**src/rtl/muldiv_sequencer.sv**
```systemverilog
// Iterative radix-2 multiply/divide unit that owns the HI/LO register pair.
// Handles one bit per clock, with a start/busy/done handshake toward decode.
module muldiv_sequencer #(
  parameter int WIDTH = 32
) (
  input  logic             clk,
  input  logic             rst,
  input  logic             start,
  input  logic [1:0]       op,
  input  logic [WIDTH-1:0] a,
  input  logic [WIDTH-1:0] b,
  input  logic             mthi,
  input  logic             mtlo,
  input  logic [WIDTH-1:0] wdata,
  output logic             busy,
  output logic             done,
  output logic             div_zero,
  output logic [WIDTH-1:0] hi,
  output logic [WIDTH-1:0] lo
);

  localparam int CW = $clog2(WIDTH + 1);

  typedef enum logic [1:0] {
    IDLE   = 2'd0,
    RUN    = 2'd1,
    FINISH = 2'd2
  } state_t;

  state_t               state_q, state_d;
  logic [CW-1:0]        cnt_q, cnt_d;
  logic [2*WIDTH-1:0]   acc_q, acc_d;
  logic [WIDTH-1:0]     opnd_q, opnd_d;
  logic                 is_div_q, is_div_d;
  logic                 neg_q, neg_d;
  logic                 rneg_q, rneg_d;
  logic                 skip_q, skip_d;
  logic [WIDTH-1:0]     hi_q, hi_d;
  logic [WIDTH-1:0]     lo_q, lo_d;
  logic                 done_q, done_d;
  logic                 dz_q, dz_d;

  logic                 signed_op;
  logic [WIDTH-1:0]     abs_a, abs_b;
  logic [WIDTH:0]       mul_sum;
  logic [2*WIDTH-1:0]   mul_next;
  logic [WIDTH:0]       div_shift, div_trial;
  logic [2*WIDTH-1:0]   div_next;
  logic [2*WIDTH-1:0]   prod_fix;
  logic [WIDTH-1:0]     quot_fix, rem_fix;

  assign signed_op = ~op[0];
  assign abs_a     = (signed_op && a[WIDTH-1]) ? -a : a;
  assign abs_b     = (signed_op && b[WIDTH-1]) ? -b : b;

  // Multiply: acc = {partial product, remaining multiplier bits}; add then shift right.
  assign mul_sum  = {1'b0, acc_q[2*WIDTH-1:WIDTH]} + (acc_q[0] ? {1'b0, opnd_q} : '0);
  assign mul_next = {mul_sum, acc_q[WIDTH-1:1]};

  // Divide: acc = {remainder, dividend/quotient}; trial subtract, restore on borrow.
  assign div_shift = {acc_q[2*WIDTH-1:WIDTH], acc_q[WIDTH-1]};
  assign div_trial = div_shift - {1'b0, opnd_q};
  assign div_next  = div_trial[WIDTH]
                     ? {div_shift[WIDTH-1:0], acc_q[WIDTH-2:0], 1'b0}
                     : {div_trial[WIDTH-1:0], acc_q[WIDTH-2:0], 1'b1};

  assign prod_fix = neg_q  ? -acc_q : acc_q;
  assign quot_fix = neg_q  ? -acc_q[WIDTH-1:0] : acc_q[WIDTH-1:0];
  assign rem_fix  = rneg_q ? -acc_q[2*WIDTH-1:WIDTH] : acc_q[2*WIDTH-1:WIDTH];

  always_comb begin
    state_d  = state_q;
    cnt_d    = cnt_q;
    acc_d    = acc_q;
    opnd_d   = opnd_q;
    is_div_d = is_div_q;
    neg_d    = neg_q;
    rneg_d   = rneg_q;
    skip_d   = skip_q;
    hi_d     = hi_q;
    lo_d     = lo_q;
    done_d   = 1'b0;
    dz_d     = dz_q;

    unique case (state_q)
      IDLE: begin
        if (mthi) hi_d = wdata;
        if (mtlo) lo_d = wdata;
        if (start) begin
          is_div_d = op[1];
          neg_d    = signed_op & (a[WIDTH-1] ^ b[WIDTH-1]);
          rneg_d   = signed_op & a[WIDTH-1];
          acc_d    = {{WIDTH{1'b0}}, (op[1] ? abs_a : abs_b)};
          opnd_d   = op[1] ? abs_b : abs_a;
          if (op[1] && (b == '0)) begin
            dz_d    = 1'b1;
            skip_d  = 1'b1;
            state_d = FINISH;
          end else begin
            dz_d    = 1'b0;
            skip_d  = 1'b0;
            cnt_d   = CW'(WIDTH);
            state_d = RUN;
          end
        end
      end
      RUN: begin
        acc_d = is_div_q ? div_next : mul_next;
        cnt_d = cnt_q - CW'(1);
        if (cnt_q == CW'(1)) state_d = FINISH;
      end
      FINISH: begin
        if (!skip_q) begin
          if (is_div_q) begin
            hi_d = rem_fix;
            lo_d = quot_fix;
          end else begin
            {hi_d, lo_d} = prod_fix;
          end
        end
        done_d  = 1'b1;
        state_d = IDLE;
      end
      default: state_d = IDLE;
    endcase
  end

  always_ff @(posedge clk) begin
    if (rst) begin
      state_q  <= IDLE;
      cnt_q    <= '0;
      acc_q    <= '0;
      opnd_q   <= '0;
      is_div_q <= 1'b0;
      neg_q    <= 1'b0;
      rneg_q   <= 1'b0;
      skip_q   <= 1'b0;
      hi_q     <= '0;
      lo_q     <= '0;
      done_q   <= 1'b0;
      dz_q     <= 1'b0;
    end else begin
      state_q  <= state_d;
      cnt_q    <= cnt_d;
      acc_q    <= acc_d;
      opnd_q   <= opnd_d;
      is_div_q <= is_div_d;
      neg_q    <= neg_d;
      rneg_q   <= rneg_d;
      skip_q   <= skip_d;
      hi_q     <= hi_d;
      lo_q     <= lo_d;
      done_q   <= done_d;
      dz_q     <= dz_d;
    end
  end

  assign busy     = (state_q != IDLE);
  assign done     = done_q;
  assign div_zero = dz_q;
  assign hi       = hi_q;
  assign lo       = lo_q;

endmodule

```
**config.mk**
```make
export PLATFORM = sky130hd
export DESIGN_NAME = muldiv_sequencer
export DESIGN_NICKNAME = d
export VERILOG_FILES = /design/src/rtl/muldiv_sequencer.sv
export SDC_FILE = /design/constraint.sdc
export NUM_CORES = 1
export LEC_CHECK = 0
export BUFFER_PORTS_ARGS = -buffer_cell sky130_fd_sc_hd__buf_2
export CAP_MARGIN = 20
export CORE_MARGIN = 2
export CORE_UTILIZATION = 29
export CTS_CLUSTER_DIAMETER = 30
export DETAILED_ROUTE_END_ITERATION = 8
export SLEW_MARGIN = 20
export SYNTH_ARGS = -nofsm -noshare
export SYNTH_HDL_FRONTEND = slang
export SYNTH_SLANG_ARGS = --single-unit
```
**constraint.sdc**
```tcl
create_clock -name clk -period 3.9 [get_ports clk]
set_clock_uncertainty 0.05 [all_clocks]
set_input_delay 0.39 -clock clk [delete_from_list [all_inputs] [get_ports clk]]
set_output_delay 0.39 -clock clk [all_outputs]
set_load 0.01 [all_outputs]
```
==> metrics <==
status=finished, final reports clean; CP max FO=13; Initial DRT Pass Iterations=5; mapped cell area=approximately 15000 um2; IO Port Bufs=around 170; Hold WC Path Type=in -> reg; Slew Viols, Final=0; CP endpoint kind=flip-flop; final setup vio count=0; static leakage=just under 7 nW; cells along the critical path=inv_1 -> ha_1 -> fa_1 -> nand2b_1 -> a21oi_1 -> buf_4 -> o211ai_1 -> a211oi_1 -> nor2_1 -> xor2_2 -> buf_4 -> nor2_1 -> a221oi_1 -> a221oi_1; n_diodes=0; CP max stage cell=nor2_1; crit share post-route=approximately 92%; Synth async-reset ratio=0%; Critical Path AT=slightly below 4 ns; Synth Area in XOR/XNOR=roughly a tenth; routability cong.=roughly 0.94; die height=229.0 um; synth-to-layout area growth=16.38%; drt drc=0; min cycle time layout=~3.6 ns; clock sink count=173; RSZ-0062 raised after global routing=false; Worst path top cell family by delay=compound AO/OA/AOI/OAI gates; total CTS buffers=17; Slew HR=a little under two fifths; initial antenna violation count=0; Worst-Margin Slew=approximately 0.94 ns; Post-Syn Nets=~2200; Via Count=15780; Worst-Skew Late Latency=between 0.4 and 0.5 ns; EDFF count, synth=0; Post-Route WL=about 58000 um; Finished Cell Area=17090 um2; Fin. Hold Viols=0; Mean Syn Cell Area=around 7 um2; largest family of logic cells by synthesized area=compound AO/OA/AOI/OAI gates; gr ovfl total=0; mux contribution to synthesized area=between 4 and 5%; initial core utilization=between 20% and 30%; core area=~50000 um2; Routed Antenna Nets=0; first-pass GRT wire length=87130 um; Pint=roughly 0.0036 W; Reg clk slew, reported paths=around 0.08 ns; post-synthesis simple-gate area fraction=between 20 and 25%; vias per cell=approximately 5.5; largest net degree at the start of global routing=53; peak supply drop=approximately 0.00026 V; flop-to-flop setup slack=0.33 ns; clock buffer depth=2; sequential fraction of the synthesis area=23.59%; clock network power share=around 31%; area of the die=52450 um2; Post-Synthesis Cells=2042; Hold Path End=hi[21]$_SDFFE_PP0P_; gr usage total=between 20% and 30%; row cnt=82; IO Pins=170; Nets=approximately 2300; R2R cell count=14; switching share of power=about two fifths; synth warn=0; power share of the sequential group=roughly a third; DP Area=about 16000 um2; worst r2r src=acc_q[31]$_SDFFE_PP0P_; max cap viols=0; Synth Flop Type=dfxtp_1; wire per inst=about 20 um; Power Dens Cells=343.2 nW/um2; Cells on Worst Hold Path=3; TritonCTS clock tree=yes; compound-gate portion of the synthesized area=27.45%; worst hold start=wdata[21]; CP required=between 4 and 5 ns; Netlist cell types=73; DR iter-0 viols=1322; smallest hold slack=~0.16 ns; Yosys reg bits=173; r2r endpoint=acc_q[62]$_SDFFE_PP0P_; vias in the first global route=14160; kind of start point of the critical path=flip-flop; die width=~230 um; # H-tree levels=4; slowest stage delay, CP=approximately 0.53 ns; Detailed Place HPWL=about 47000 um; Comb power frac=roughly a third; setup TNS=0 ns; WP buf/inv=3; cts hold-fix bufs=0; P_sw=0.002277 W; f_max=279.9 MHz; Post-Synth Adder-Cell Area=between 6 and 7%; layout cells sized above 1=14.88%; critical path class=reg -> reg; Util after Layout=34.13%; CTS root buf=clkbuf_16
==> synthesized netlist by cell type (18+ instances only) <==
cell type  number  area (um2)
ha_1           70       875.8
o41ai_1        18       157.7
a31oi_1        20       125.1
nor2_1        270        1013
inv_1          71       266.5
xnor2_1        95       832.1
nor3_1         58       290.3
clkbuf_1      120       450.4
a21oi_1       201        1006
a21o_1         20       150.1
o31ai_1        20       150.1
o21ai_0       139       695.7
mux2i_1        61       610.6
a211oi_1       55       412.9
o211ai_1       26       195.2
a22oi_1        19       142.6
dfxtp_1       173        3463
nand3_1        26       130.1
nor4_1         23       143.9
xor2_1         81       709.4
nand2b_1       25       156.4
nand2_1       204       765.7
==> metal layers <==
layer | vias to the layer above | routed length, um | GRT usage [%]
li1 | 7594 | - | -
met1 | 7459 | 28490 | 32.07
met5 | - | 0 | 0
met2 | 672 | 24030 | 31.38
met4 | 0 | 1248 | 5.580
met3 | 57 | 4615 | 3.660
==> what timing repair did <==
item	in CTS	in global routing
setup buffers	0	1
setup endpoints to repair	0	4
resized for setup	0	4
endpoints found under the hold margin	0	0
==> layout by cell type, fill, tap and decap left out, types with 13 or more instances in the layout <==
| master | netlist | final |
|---|---|---|
| clkbuf_16 | 0 | 17 |
| ha_1 | 70 | 70 |
| buf_4 | 0 | 74 |
| nand3_1 | 26 | 26 |
| a21oi_1 | 201 | 200 |
| nor3_1 | 58 | 57 |
| nor2_1 | 270 | 268 |
| xor2_1 | 81 | 80 |
| o21ai_0 | 139 | 139 |
| o41ai_1 | 18 | 17 |
| o211ai_1 | 26 | 26 |
| a211oi_1 | 55 | 54 |
| and2_1 | 13 | 13 |
| nor4_1 | 23 | 23 |
| inv_1 | 71 | 70 |
| o31ai_1 | 20 | 20 |
| xnor2_1 | 95 | 95 |
| mux2i_1 | 61 | 61 |
| a22oi_1 | 19 | 19 |
| nand2b_1 | 25 | 24 |
| nand2_1 | 204 | 203 |
| a31oi_1 | 20 | 20 |
| a311oi_1 | 13 | 13 |
| buf_2 | 3 | 168 |
| a21o_1 | 20 | 20 |
| nand4_1 | 15 | 15 |
| or3_1 | 15 | 15 |
| dfxtp_1 | 173 | 171 |
==> area by class of cell <==
class / instances / area [um2]
Sequential cell: 173 / 3466
Fill cell: 5497 / 32980
Clock inverter: 14 / 158.9
Inverter: 72 / 274.0
Timing Repair Buffer: 245 / 1456
Multi-Input combinational cell: 1657 / 10470
Clock buffer: 17 / 425.4
Tap cell: 672 / 840.8
==> cell families after synthesis <==
group	after synthesis
AO/OA/AOI/OAI	630
XOR/XNOR	176
adder cells (fa/ha/maj)	72
buffers and inverters	212
flip-flops	173
multiplexers	66
AND/OR/NAND/NOR	713
==> state kept, by name, indices dropped and copies added (netlist names) <==
register / flops
div_zero: 1
state_q: 2
lo: 32
done: 1
cnt_q: 6
rneg_q: 1
hi: 32
opnd_q: 32
neg_q: 1
acc_q: 64
is_div_q: 1
==> power groups by stage <==
stage          clock, W  combinational (W)  sequential (W)
2_1_floorplan         0            0.00128         0.00205
3_3_place_gp          0            0.00194         0.00209
3_5_place_dp          0            0.00196         0.00209
4_1_cts         0.00181            0.00196         0.00205
5_1_grt         0.00188            0.00217         0.00208
6_report        0.00180            0.00200         0.00206
==> how the worst max path moves through the flow <==
stage | start | endpoint | slack (ns) | cells after the start
5_1_grt | acc_q[31]$_SDFFE_PP0P_ | acc_q[61]$_SDFFE_PP0P_ | 0.04 | 14
6_report | acc_q[31]$_SDFFE_PP0P_ | acc_q[62]$_SDFFE_PP0P_ | 0.33 | 14
3_3_place_gp | acc_q[0]$_SDFFE_PP0P_ | acc_q[60]$_SDFFE_PP0P_ | 0.17 | 14
3_5_place_dp | acc_q[0]$_SDFFE_PP0P_ | acc_q[60]$_SDFFE_PP0P_ | 0.18 | 14
2_1_floorplan | acc_q[48]$_SDFFE_PP0P_ | acc_q[32]$_SDFFE_PP0P_ | 0.70 | 11
4_1_cts | acc_q[0]$_SDFFE_PP0P_ | acc_q[60]$_SDFFE_PP0P_ | 0.18 | 14
==> through the flow <==
| step | setup WS (ns) | power [W] | cells |
|---|---|---|---|
| after floorplan | 0.6962 | 0.003328 | 2042 |
| after global placement | 0.1721 | 0.004029 | 2818 |
| after detailed placement | 0.1799 | 0.004051 | 2818 |
| after CTS | 0.1765 | 0.005827 | 2849 |
| after global routing | 0.03706 | 0.006124 | 2850 |
| final | 0.3273 | 0.005865 | 2850 |
==> worst reg2reg max path: cells and delay by family (launching register included) <==
kind            cells  cell delay (ns)
xor+xnor            1             0.27
fa+ha+maj           2             0.41
flops               1             0.34
buf+inv             3             0.58
simple gates        3             0.78
compound gates      5             0.99
Power figures use the tool's default switching activity.
